File: src/rtl/multi_timer_pkg.sv
`default_nettype none
// +----------------------------------------------------------------------------+
// | multi_timer_pkg : shared types, register map and helpers for multi_timer   |
// | Revision 1.0                                                               |
// +----------------------------------------------------------------------------+
package multi_timer_pkg;

    typedef enum logic [1:0] {
        ST_IDLE  = 2'd0,
        ST_LOAD  = 2'd1,
        ST_COUNT = 2'd2,
        ST_INT   = 2'd3
    } ch_state_t;

    localparam logic [1:0] WORD_CTRL       = 2'd0;
    localparam logic [1:0] WORD_PRESET     = 2'd1;
    localparam logic [1:0] WORD_COUNT      = 2'd2;
    localparam logic [1:0] WORD_IRQ_STATUS = 2'd0;
    localparam logic [1:0] WORD_PRESCALE   = 2'd1;

    localparam int CTRL_EN        = 0;
    localparam int CTRL_MODE      = 1;
    localparam int CTRL_IM        = 2;
    localparam int CTRL_STATE_LSB = 4;

    localparam logic [2:0] GLOBAL_SLOT = 3'd7;

    function automatic logic [31:0] merge_bytes(input logic [31:0] old_val,
                                                input logic [31:0] wr_val,
                                                input logic [3:0]  be);
        logic [31:0] result;
        for (int b = 0; b < 4; b++) begin
            result[8*b +: 8] = be[b] ? wr_val[8*b +: 8] : old_val[8*b +: 8];
        end
        return result;
    endfunction

endpackage
`default_nettype wire

File: src/rtl/multi_timer_if.sv
`default_nettype none
// +----------------------------------------------------------------------------+
// | multi_timer_if : peripheral-bus signals between the Bridge and multi_timer |
// | Revision 1.0                                                               |
// +----------------------------------------------------------------------------+
interface multi_timer_if;
    logic [29:0] addr;
    logic        we;
    logic [3:0]  byteen;
    logic [31:0] din;
    logic [31:0] dout;
    logic        irq;

    modport master (output addr, output we, output byteen, output din,
                    input  dout, input  irq);
    modport slave  (input  addr, input  we, input  byteen, input  din,
                    output dout, output irq);
endinterface
`default_nettype wire

File: src/rtl/timer_channel.sv
`default_nettype none
// +----------------------------------------------------------------------------+
// | timer_channel : one down-counter with CTRL/PRESET/COUNT and its FSM        |
// | Revision 1.0                                                               |
// +----------------------------------------------------------------------------+
module timer_channel
    import multi_timer_pkg::*;
#(
    parameter int CNT_W = 32
) (
    input  logic        clk,
    input  logic        reset,
    input  logic        tick,
    input  logic        ctrl_we,
    input  logic        preset_we,
    input  logic        count_we,
    input  logic [1:0]  word,
    input  logic [3:0]  byteen,
    input  logic [31:0] din,
    output logic        fire,
    output logic        im,
    output logic [31:0] rd
);

    ch_state_t        state, state_nxt;
    logic             en, mode;
    logic [CNT_W-1:0] preset, count;
    logic             load, dec, clr_en;

    always_ff @(posedge clk or negedge reset) begin
        if (!reset) state <= ST_IDLE;
        else        state <= state_nxt;
    end

    always_comb begin
        state_nxt = state;
        fire      = 1'b0;
        load      = 1'b0;
        dec       = 1'b0;
        clr_en    = 1'b0;
        case (state)
            ST_IDLE:  if (en) state_nxt = ST_LOAD;
            ST_LOAD: begin
                load      = 1'b1;
                state_nxt = ST_COUNT;
            end
            ST_COUNT: begin
                if (!en) begin
                    state_nxt = ST_IDLE;
                end else if (tick && !count_we) begin
                    if (count <= CNT_W'(1)) begin
                        fire      = 1'b1;
                        state_nxt = ST_INT;
                    end else begin
                        dec = 1'b1;
                    end
                end
            end
            ST_INT: begin
                // A CPU disable landing in this cycle beats the auto-reload
                if (ctrl_we && !din[CTRL_EN]) begin
                    state_nxt = ST_IDLE;
                end else if (mode) begin
                    state_nxt = ST_LOAD;
                end else begin
                    clr_en    = 1'b1;
                    state_nxt = ST_IDLE;
                end
            end
            default: state_nxt = ST_IDLE;
        endcase
    end

    always_ff @(posedge clk or negedge reset) begin
        if (!reset) begin
            en     <= 1'b0;
            mode   <= 1'b0;
            im     <= 1'b0;
            preset <= '0;
            count  <= '0;
        end else begin
            if (ctrl_we) begin
                en   <= din[CTRL_EN];
                mode <= din[CTRL_MODE];
                im   <= din[CTRL_IM];
            end
            if (clr_en) en <= 1'b0;
            if (preset_we) preset <= CNT_W'(merge_bytes(32'(preset), din, byteen));
            // A CPU write to COUNT overrides every internal update
            if (count_we)  count <= CNT_W'(merge_bytes(32'(count), din, byteen));
            else if (load) count <= (preset == '0) ? CNT_W'(1) : preset;
            else if (fire) count <= '0;
            else if (dec)  count <= count - CNT_W'(1);
        end
    end

    always_comb begin
        rd = '0;
        case (word)
            WORD_CTRL: begin
                rd[CTRL_EN]              = en;
                rd[CTRL_MODE]            = mode;
                rd[CTRL_IM]              = im;
                rd[CTRL_STATE_LSB +: 2]  = state;
            end
            WORD_PRESET: rd = 32'(preset);
            WORD_COUNT:  rd = 32'(count);
            default:     rd = '0;
        endcase
    end

endmodule
`default_nettype wire

File: src/rtl/multi_timer.sv
`default_nettype none
// +----------------------------------------------------------------------------+
// | multi_timer : NUM_CH-channel timer with W1C status; MULTI_TIMER_PRESCALE_EN|
// | adds a shared tick prescaler.                      Revision 1.0            |
// +----------------------------------------------------------------------------+
module multi_timer
    import multi_timer_pkg::*;
#(
    parameter int NUM_CH = 4,
    parameter int CNT_W  = 32
) (
    input  logic          clk,
    input  logic          reset,
    multi_timer_if.slave  bus
);

    logic [2:0]        slot;
    logic [1:0]        word;
    logic              tick;
    logic [NUM_CH-1:0] fire, im, pending, clr;
    logic [31:0]       ch_rd [NUM_CH];
    logic [31:0]       rd_mux;
    logic              status_we;
    logic              unused_addr;

    assign slot        = bus.addr[4:2];
    assign word        = bus.addr[1:0];
    assign unused_addr = ^bus.addr[29:5];

    for (genvar k = 0; k < NUM_CH; k++) begin : g_ch
        logic sel;
        assign sel = bus.we && (slot == 3'(k));
        timer_channel #(.CNT_W(CNT_W)) u_ch (
            .clk       (clk),
            .reset     (reset),
            .tick      (tick),
            .ctrl_we   (sel && (word == WORD_CTRL) && bus.byteen[0]),
            .preset_we (sel && (word == WORD_PRESET)),
            .count_we  (sel && (word == WORD_COUNT)),
            .word      (word),
            .byteen    (bus.byteen),
            .din       (bus.din),
            .fire      (fire[k]),
            .im        (im[k]),
            .rd        (ch_rd[k])
        );
    end

    assign status_we = bus.we && (slot == GLOBAL_SLOT) &&
                       (word == WORD_IRQ_STATUS) && bus.byteen[0];
    assign clr       = status_we ? bus.din[NUM_CH-1:0] : '0;

    // Set dominates a simultaneous write-1-to-clear
    always_ff @(posedge clk or negedge reset) begin
        if (!reset) pending <= '0;
        else        pending <= fire | (pending & ~clr);
    end

    assign bus.irq = |(pending & im);

`ifdef MULTI_TIMER_PRESCALE_EN
    logic [15:0] prescale, div;
    logic        ps_we;

    assign ps_we = bus.we && (slot == GLOBAL_SLOT) && (word == WORD_PRESCALE);
    assign tick  = (div == prescale);

    always_ff @(posedge clk or negedge reset) begin
        if (!reset) begin
            prescale <= '0;
            div      <= '0;
        end else if (ps_we) begin
            prescale <= 16'(merge_bytes(32'(prescale), bus.din, bus.byteen));
            div      <= '0;
        end else begin
            div <= tick ? 16'd0 : div + 16'd1;
        end
    end
`else
    assign tick = 1'b1;
`endif

    always_comb begin
        rd_mux = '0;
        for (int k = 0; k < NUM_CH; k++) begin
            if (slot == 3'(k)) rd_mux = ch_rd[k];
        end
        if (slot == GLOBAL_SLOT) begin
            case (word)
                WORD_IRQ_STATUS: rd_mux = 32'(pending);
`ifdef MULTI_TIMER_PRESCALE_EN
                WORD_PRESCALE:   rd_mux = 32'(prescale);
`else
                WORD_PRESCALE:   rd_mux = '0;
`endif
                default:         rd_mux = '0;
            endcase
        end
    end

    assign bus.dout = rd_mux;

endmodule
`default_nettype wire
File: src/flat_wrapper.sv
// flat-port wrapper written by rule: the top's interface ports become plain ports
module multi_timer_flat import multi_timer_pkg::*;
#(
    parameter int NUM_CH = 4,
    parameter int CNT_W  = 32
)
  (clk, reset, bus_addr, bus_we, bus_byteen, bus_din, bus_dout, bus_irq);
  multi_timer_if bus_i ();
  input  logic clk;
  input  logic reset;
  input wire logic [$bits(bus_i.addr)-1:0] bus_addr;
  input wire logic [$bits(bus_i.we)-1:0] bus_we;
  input wire logic [$bits(bus_i.byteen)-1:0] bus_byteen;
  input wire logic [$bits(bus_i.din)-1:0] bus_din;
  output wire logic [$bits(bus_i.dout)-1:0] bus_dout;
  output wire logic [$bits(bus_i.irq)-1:0] bus_irq;
  assign bus_i.addr = bus_addr;
  assign bus_i.we = bus_we;
  assign bus_i.byteen = bus_byteen;
  assign bus_i.din = bus_din;
  assign bus_dout = bus_i.dout;
  assign bus_irq = bus_i.irq;
  multi_timer #(.NUM_CH(NUM_CH), .CNT_W(CNT_W)) u_core (.clk(clk), .reset(reset), .bus(bus_i));
endmodule
File: config.mk
export PLATFORM = sky130hd
export DESIGN_NAME = multi_timer_flat
export DESIGN_NICKNAME = d
export VERILOG_FILES = /design/src/rtl/multi_timer_pkg.sv /design/src/rtl/multi_timer_if.sv /design/src/rtl/timer_channel.sv /design/src/rtl/multi_timer.sv /design/src/flat_wrapper.sv
export SDC_FILE = /design/constraint.sdc
export NUM_CORES = 1
export LEC_CHECK = 0
export CAP_MARGIN = 20
export CORE_MARGIN = 5
export CORE_UTILIZATION = 50
export DETAILED_ROUTE_END_ITERATION = 10
export GPL_ROUTABILITY_DRIVEN = 0
export PLACE_DENSITY = 0.69
export SLEW_MARGIN = 40
export SYNTH_ARGS = -nofsm -noshare
export SYNTH_HDL_FRONTEND = slang
export SYNTH_SLANG_ARGS = --single-unit
File: constraint.sdc
create_clock -name clk -period 5.5 [get_ports clk]
set_clock_uncertainty 0.05 [all_clocks]
set_input_delay 1.1 -clock clk [delete_from_list [all_inputs] [get_ports clk]]
set_output_delay 1.1 -clock clk [all_outputs]
set_load 0.005 [all_outputs]
==> results of run 1 <==
==> flip-flops by register name, summed over array words and instances (netlist names) <==
signal	cells
u_core.g_ch.u_ch.preset	128
u_core.g_ch.u_ch.mode	4
u_core.pending	4
u_core.g_ch.u_ch.im	4
u_core.g_ch.u_ch.en	4
u_core.g_ch.u_ch.state	8
u_core.g_ch.u_ch.count	128
==> layout by cell type (no fill, tap or decap), types with 7 or more instances in the layout <==
master / n
a211o_1: 10
a211oi_1: 49
a21boi_0: 7
a21oi_1: 216
a221oi_1: 91
a221oi_2: 14
a22o_1: 12
a22oi_1: 71
a31oi_1: 20
and3_1: 10
buf_4: 56
clkbuf_16: 37
clkbuf_8: 12
clkdlybuf4s50_1: 71
clkinv_2: 8
dfrtp_1: 280
ha_1: 10
inv_1: 29
mux2_2: 128
mux2i_1: 9
nand2_1: 164
nand2b_1: 14
nand3_1: 64
nand3b_1: 8
nand4_1: 24
nor2_1: 211
nor2b_1: 11
nor3_1: 79
nor4_1: 66
o21a_1: 9
o21ai_0: 77
o21ai_1: 10
o22ai_1: 35
o31ai_1: 26
or3_1: 24
or4_1: 23
xnor2_1: 20
xor2_1: 30
==> Yosys cell counts, types with 6 or more instances <==
| library cell | count | area [um2] |
|---|---|---|
| a22oi_1 | 71 | 533 |
| ha_1 | 12 | 150 |
| a21oi_1 | 216 | 1080 |
| dfrtp_1 | 280 | 7010 |
| o21a_1 | 9 | 67.6 |
| nand4_1 | 24 | 150 |
| clkbuf_1 | 141 | 529 |
| a31oi_1 | 21 | 131 |
| mux2_2 | 128 | 1440 |
| or4_1 | 23 | 173 |
| nand2_1 | 164 | 616 |
| nand3_1 | 64 | 320 |
| o21ai_1 | 7 | 35.0 |
| xor2_1 | 30 | 263 |
| nand3b_1 | 8 | 60.1 |
| o22ai_1 | 36 | 225 |
| mux2i_1 | 9 | 90.1 |
| a211o_1 | 10 | 87.6 |
| a21boi_0 | 7 | 52.6 |
| and3_1 | 10 | 62.6 |
| a22o_1 | 12 | 105 |
| nor3_1 | 80 | 400 |
| a211oi_1 | 49 | 368 |
| o31ai_1 | 26 | 195 |
| or3_1 | 24 | 150 |
| nor4_1 | 66 | 413 |
| nand2b_1 | 14 | 87.6 |
| xnor2_1 | 20 | 175 |
| o21ai_0 | 80 | 400 |
| a221oi_1 | 91 | 797 |
| nor2b_1 | 15 | 93.8 |
| o41ai_1 | 6 | 52.6 |
| inv_1 | 29 | 109 |
| a221oi_2 | 14 | 210 |
| nor2_1 | 213 | 800 |
| buf_1 | 17 | 63.8 |
==> worst reg2reg max path, stage by stage (launching register included) <==
cell	delay [ns]
dfrtp_1	0.44
or4_1	0.61
nor4_2	0.54
nand4_1	0.48
o21ai_2	0.77
o21bai_1	0.16
a22o_1	0.25
==> kinds of logic (layout without fill, tap and decap cells) <==
| group | after synthesis | in the layout | share of synthesized area |
|---|---|---|---|
| mux | 137 | 137 | 0.0834 |
| buf+inv | 195 | 234 | 0.0414 |
| xor+xnor | 50 | 50 | 0.0239 |
| other cells | 0 | 2 | 0 |
| compound gates | 709 | 709 | 0.263 |
| flops | 280 | 280 | 0.382 |
| simple gates | 737 | 737 | 0.199 |
| fa+ha+maj | 12 | 12 | 0.00818 |
==> area by class of cell <==
class / count / area share
sequential: 280 / 0.336
clock inverter: 9 / 0.00228
timing repair buffer: 141 / 0.0639
tap: 468 / 0.0281
clock buffer: 54 / 0.0527
antenna: 2 / 0.000240
inverter: 30 / 0.00540
multi-input combinational: 1645 / 0.511
==> metrics by stage <==
| step | cells | utilization | power (mW) | instance area, um2 | worst slack (ns) |
|---|---|---|---|---|---|
| after floorplan | 2120 | - | 5.47 | 18400 | 1.86 |
| after CTS | 2622 | 0.570 | 8.83 | 20800 | 0.550 |
| after global routing | 2628 | 0.572 | 9.41 | 20800 | 0.320 |
| after detailed placement | 2559 | 0.539 | 6.53 | 19600 | 0.568 |
| final | 2629 | 0.572 | 8.95 | 20900 | 0.383 |
| after global placement | 2559 | 0.539 | 6.42 | 19600 | 0.583 |
==> routing by layer <==
layer	wire length [um]	vias up
met2	30200	1215
li1	-	8160
met1	26900	9011
met3	7600	206
met4	3280	0
met5	0	-
==> power breakdown <==
group	total, mW	switching, mW	internal, mW
clock network	2.31	0.931	1.37
registers	3.52	0.908	2.61
logic	3.13	1.86	1.27
total	8.95	3.70	5.26
==> path summary, 6_finish.rpt <==
path | startpoint | slack [ns] | end
min in group clk | u_core.pending[2]$_DFF_PN0_ | 0.46 | u_core.pending[2]$_DFF_PN0_
worst max register to register | u_core.g_ch[1].u_ch.count[18]$_DFFE_PN0P_ | 2.08 | u_core.g_ch[1].u_ch.count[8]$_DFFE_PN0P_
worst min-delay path | reset | 0.36 | u_core.g_ch[3].u_ch.state[0]$_DFFE_PN0P_
worst max-delay path | bus_addr[1] | 0.38 | bus_dout[9]
max in group asynchronous | reset | 3.69 | u_core.g_ch[3].u_ch.preset[10]$_DFFE_PN0P_
worst min register to register | u_core.pending[2]$_DFF_PN0_ | 0.46 | u_core.pending[2]$_DFF_PN0_
==> implementation parameters, run 1 <==
Parameter                              Value

Routing
  Wire length after detailed routing ... around 68,000 um
  First-pass DRT Iterations ... 6
  Post-detailed-route via-to-cell ratio ... 7.07
  Wire length per cell after detailed routing ... 25.9 um
  Routed vias ... roughly 19,000
  Initial DRC Count ... 2,285
  Drt drc ... 0
  Number of routed nets with antenna violations ... 0

Floorplan
  I/O pin count ... 102
  CORE AREA ... 36,400 um2
  Horizontal extent of the die ... 202 um
  Std-Cell Rows ... 70
  Die area ... 40,600 um2
  Initial core utilization ... 0.504
  Die outline height ... 202 um

Global route
  GR Util met2 ... 0.494
  Residual overflow from global routing ... 0
  Most Used Layer, Global Route ... met2
  Global-route wire length before repair ... about 100,000 um
  Met3 usage ... 0.0691
  Via count of the first global-routing pass ... 17,400
  Largest net degree at the start of global routing ... 95
  Number of antenna violations at the first check in global routing ... 2
  Overall routing resource usage ... 0.323
  Met1 track utilization from global routing ... 0.445

Synth
  Count of warnings emitted by yosys ... 0
  Count of distinct cell types in the synthesized netlist ... 76
  Post-synthesis area per instance ... 8.66 um2
  Total of flip-flops plus latches after synthesis ... 280
  Share of synthesized flip-flops with an asynchronous set or reset ... 1.00
  Post-Syn Nets ... 2,201
  Primary FF master, synth ... dfrtp_1
  Part of the Yosys area used for sequential elements ... 0.382
  Cell area after synthesis ... around 18,000 um2
  Number of synthesized flops with an enable pin ... 0
  Post-synthesis instance total ... 2,120

Layout
  Total number of nets in the final design ... 2,214
  Area taken by flip-flops and latches ... 7010 um2
  P&R area growth vs syn ... 13.6%
  Share of post-route cells with drive strength above 1 ... 0.142
  Total of fill cells in the finished design ... approximately 3,200
  Area of the multi-input gates ... 10,700 um2

Clocking
  CTS Root Cell ... clkbuf_16
  Clock slew at the register clock pins of the worst setup and hold paths ... 0.06 ns
  Count of instances resized after the clock tree is built ... 0
  TritonCTS Buffers ... 35
  Clock insertion delay at the later pin of the skew report ... 0.52 ns
  Max H-tree Level ... 2
  Number of buffers inserted by hold repair at cts ... 0
  Deepest clock path buffer count ... 3
  Post-CTS setup buffer count ... 0
  TritonCTS clock tree ... built
  Clock tree sinks ... 280

STA
  Worst-case headroom to the max-slew limit ... 0.407
  Slew at the pin with the worst max-slew slack ... 0.887 ns
  Achievable clock frequency ... 195 MHz
  Post-Route Setup TNS ... 0 ns
  Final worst path period share ... 0.930
  Min Clock Period, post-route ... ~5.1 ns
  Final setup violation count ... 0
  Worst hold margin ... 0.365 ns
  Unrepaired setup endpoints after global routing ... no
  Count of final hold-check violations ... 0
  Count of pins over their slew limit ... 0

Place
  I/O Buffers ... 76
  DP HPWL ... 48,500 um

Power and ir drop
  Maximum VDD drop ... 0.219 mV
  Power per cell area ... roughly 430 nW/um2
  Static leakage ... slightly above 8 nW

Critical path
  Startpoint types ... input port
  Worst path cell trace ... clkdlybuf4s50_1 -> inv_1 -> ha_4 -> buf_12 -> buf_12 -> a221oi_1 -> a21oi_1 -> a21oi_1 -> nor2_1 -> clkdlybuf4s50_1
  Worst setup path class ... in2out
  WP buf/inv ... 5
  Critical Path Sink Type ... output port
  CP max FO ... 27
  Slowest cell on the critical path ... clkdlybuf4s50_1
  Number of cells on the critical path ... 10
  Critical Path AT ... between 3 and 4 ns
  Worst EP required ... ~4.4 ns
  Dominant delay contributor by cell family on the critical path ... buffers and inverters
  Delay of the slowest cell on the worst path ... between 0.5 and 0.6 ns
  Worst r2r path cells ... 6

Outcome
  Result of the run ... finished clean

Worst hold path
  Min-Delay Path Class ... in2async

Flow run
  Max-cap check violation count ... 0
Note: power is estimated with default switching activity, not from simulation.
==> inputs of run 2 (changes only) <==
Settings changed: ABC_AREA set to 1, PLACE_DENSITY 0.69 to 0.68.
==> implementation parameters, run 2 <==
Parameter                              Value

Global route
  Overall routing resource usage ... 0.334 (+0.0112)
  Largest net degree at the start of global routing ... 77 (-19%)
  Global-route wire length before repair ... 116,000 um (+11%)
  Residual overflow from global routing ... 0 (unchanged)
  Via count of the first global-routing pass ... 20,100 (+16%)
  Number of antenna violations at the first check in global routing ... 1 (-1)

Synth
  Top-area cell type share of the netlist area ... 0.350 (-0.0313)
  Count of distinct cell types in the synthesized netlist ... 41 (-46%)
  Cell taking the most area after synthesis ... dfrtp_1
  Post-Syn Nets ... 3,130 (+42%)
  Part of the Yosys area used for sequential elements ... 0.350 (-0.0313)
  Number of synthesized flops with an enable pin ... 0 (unchanged)
  Most common cell in the netlist ... nand2_1
  Post-synthesis area per instance ... 6.56 um2 (-24%)
  Top area cells in the synthesized netlist ... dfrtp_1, nand2_1, o21ai_0, nor2_1, inv_1
  Most instantiated cells after synthesis ... nand2_1, nor2_1, inv_1
  Total of flip-flops plus latches after synthesis ... 280 (unchanged)
  Count of warnings emitted by yosys ... 0 (unchanged)
  Cell area after synthesis ... 20,000 um2 (+8.9%)
  Primary FF master, synth ... dfrtp_1
  Share of synthesized flip-flops with an asynchronous set or reset ... 1.00 (unchanged)
  Post-synthesis instance total ... 3,049 (+44%)

STA
  Count of final hold-check violations ... 0 (unchanged)
  Achievable clock frequency ... 194 MHz (-0.51%)
  Min Clock Period, post-route ... 5.14 ns (+0.0263 ns)
  Count of pins over their slew limit ... 0 (unchanged)
  Post-Route Setup TNS ... 0 ns (unchanged)
  Worst-case headroom to the max-slew limit ... 0.423 (+0.0167)
  Worst hold margin ... 0.434 ns (+0.0695 ns)
  Final setup violation count ... 0 (unchanged)
  Unrepaired setup endpoints after global routing ... no
  Final worst path period share ... 0.935 (+0.00478)
  Slew at the pin with the worst max-slew slack ... 0.862 ns (-0.0250 ns)

Critical path
  Delay of the slowest cell on the worst path ... 0.60 ns (+0.08 ns)
  Worst EP required ... 4.35 ns (about the same)
  Worst path cell trace ... clkdlybuf4s50_1 -> inv_1 -> ha_2 -> inv_2 -> buf_12 -> o21ai_0 -> nand3_1 -> a311oi_1 -> clkdlybuf4s50_1
  Startpoint types ... input port
  CP max FO ... 53 (+96%)
  Most frequent CP cell ... clkdlybuf4s50_1
  Slowest cell on the critical path ... clkdlybuf4s50_1
  Worst setup path class ... in2out
  Critical Path Sink Type ... output port
  Critical Path AT ... 3.99 ns (+0.02 ns)
  Worst r2r path cells ... 13 (+7)

Routing
  Post-detailed-route via-to-cell ratio ... 5.94 (-16%)
  Drt drc ... 0 (unchanged)
  Routed vias ... 21,500 (+15%)
  First-pass DRT Iterations ... 8 (+2)
  Initial DRC Count ... 2,643 (+16%)
  Wire length per cell after detailed routing ... 20.9 um (-19%)
  Number of routed nets with antenna violations ... 0 (unchanged)
  Wire length after detailed routing ... 75,600 um (+11%)

Clocking
  Count of instances resized after the clock tree is built ... 0 (unchanged)
  CTS Root Cell ... clkbuf_16
  TritonCTS Buffers ... 36 (+2.9%)
  Clock insertion delay at the later pin of the skew report ... 0.56 ns (+0.04 ns)
  TritonCTS clock tree ... built
  Number of buffers inserted by hold repair at cts ... 0 (unchanged)
  Max H-tree Level ... 2 (unchanged)
  Post-CTS setup buffer count ... 0 (unchanged)
  Deepest clock path buffer count ... 3 (unchanged)
  Clock tree sinks ... 280 (unchanged)
  Clock slew at the register clock pins of the worst setup and hold paths ... 0.05 ns (about the same)

Layout
  Total of fill cells in the finished design ... 3,870 (+20%)
  Cell Count, Final, Fillers Out ... 3,613 (+37%)
  Antenna diode instance count ... 0 (-2)
  Share of post-route cells with drive strength above 1 ... 0.0528 (-0.0889)
  Total number of nets in the final design ... 3,144 (+42%)
  P&R area growth vs syn ... 12.0%
  Most frequent cells in the layout ... nand2_1, nor2_1, inv_1, o21ai_0, dfrtp_1
  Largest registers ranked by flip-flop count ... u_core.g_ch.u_ch.count: 128 flops, u_core.g_ch.u_ch.preset: 128 flops, u_core.g_ch.u_ch.state: 8 flops
  Most frequent standard cell in the layout excluding fill and tap cells ... nand2_1

Power and ir drop
  Maximum VDD drop ... 0.347 mV (+58%)
  Power per cell area ... 493 nW/um2 (+15%)
  Static leakage ... 10.8 nW (+33%)
  Final Power ... 11.0 mW (+23%)

Floorplan
  Die outline height ... 210 um (+4.2%)
  I/O pin count ... 102 (unchanged)
  CORE AREA ... 39,600 um2 (+8.8%)
  Die area ... 44,100 um2 (+8.5%)
  Horizontal extent of the die ... 210 um (+4.2%)
  Initial core utilization ... 0.504 (+0.000613)
  Std-Cell Rows ... 73 (+4.3%)

Place
  I/O Buffers ... 76 (unchanged)
  Count of placed standard cells including taps ... 3,550 (+39%)
  DP HPWL ... 56,100 um (+16%)

Flow run
  Max-cap check violation count ... 0 (unchanged)

Outcome
  Result of the run ... finished clean

Worst hold path
  Worst Hold Path Cells ... 2
  Min-Delay Path Class ... reg2reg
[run 2: cell types whose count changed after synthesis, sizes merged, moves of 111 or more]
cell,change
nor2,+111
mux2,-128
inv,+285
o21ai,+224
nand2,+870
[run 2: final cells by class]
type                            instances  area, um2  area share
Clock buffer                           57       1140      0.0510
Tap cell                              525        657      0.0293
Timing Repair Buffer                  109       1090      0.0487
Multi-Input combinational cell       2320      11200       0.500
Clock inverter                          6        114     0.00508
Sequential cell                       280       7010       0.313
Inverter                              316       1190      0.0530
[run 2: worst max-delay path, delay by kind of cell]
family	cells	cell delay, ns
buffers and inverters	5	1.44
AO/OA/AOI/OAI	2	0.89
AND/OR/NAND/NOR	1	0.26
adder cells (fa/ha/maj)	1	0.22
[run 2: logic make-up after synthesis]
logic type      Yosys count  synth area share
simple gates           1566             0.316
fa+ha+maj                12           0.00751
xor+xnor                 68            0.0298
buf+inv                 449            0.0904
flops                   280             0.350
compound gates          674             0.205
[run 2: power breakdown]
group / total [mW] / internal [mW] / switching (mW)
clock: 2.52 / 1.56 / 0.965
sequential: 3.33 / 2.60 / 0.725
combinational: 5.20 / 1.67 / 3.52
[run 2: through the flow]
step,worst slack [ns],utilization,instance area (um2)
after floorplan,1.89,-,20000
after global placement,0.541,0.533,21100
after detailed placement,0.504,0.533,21100
after CTS,0.502,0.565,22400
after global routing,0.303,0.565,22400
final,0.357,0.565,22400
[run 2: worst paths after layout]
check | start | slack, ns | endpoint
setup / recovery | bus_addr[0] | 0.36 | bus_dout[17]
hold / removal | u_core.g_ch[0].u_ch.preset[28]$_DFFE_PN0P_ | 0.43 | u_core.g_ch[0].u_ch.preset[28]$_DFFE_PN0P_
hold reg to reg | u_core.g_ch[0].u_ch.preset[28]$_DFFE_PN0P_ | 0.43 | u_core.g_ch[0].u_ch.preset[28]$_DFFE_PN0P_
max in group asynchronous | reset | 3.83 | u_core.g_ch[2].u_ch.preset[21]$_DFFE_PN0P_
min in group asynchronous | reset | 0.45 | u_core.g_ch[3].u_ch.preset[5]$_DFFE_PN0P_
setup reg to reg | u_core.g_ch[0].u_ch.count[0]$_DFFE_PN0P_ | 2.66 | u_core.g_ch[0].u_ch.count[23]$_DFFE_PN0P_
[run 2: layer usage]
metal | share of wire | wire (um) | global-route usage | up-vias
met4 | 0.068 | 5110 | 0.195 | 2
met1 | 0.39 | 29800 | 0.446 | 9970
li1 | - | - | - | 9942
met2 | 0.44 | 33200 | 0.517 | 1283
met5 | 0.00017 | 13 | 0 | -
met3 | 0.097 | 7370 | 0.0531 | 258
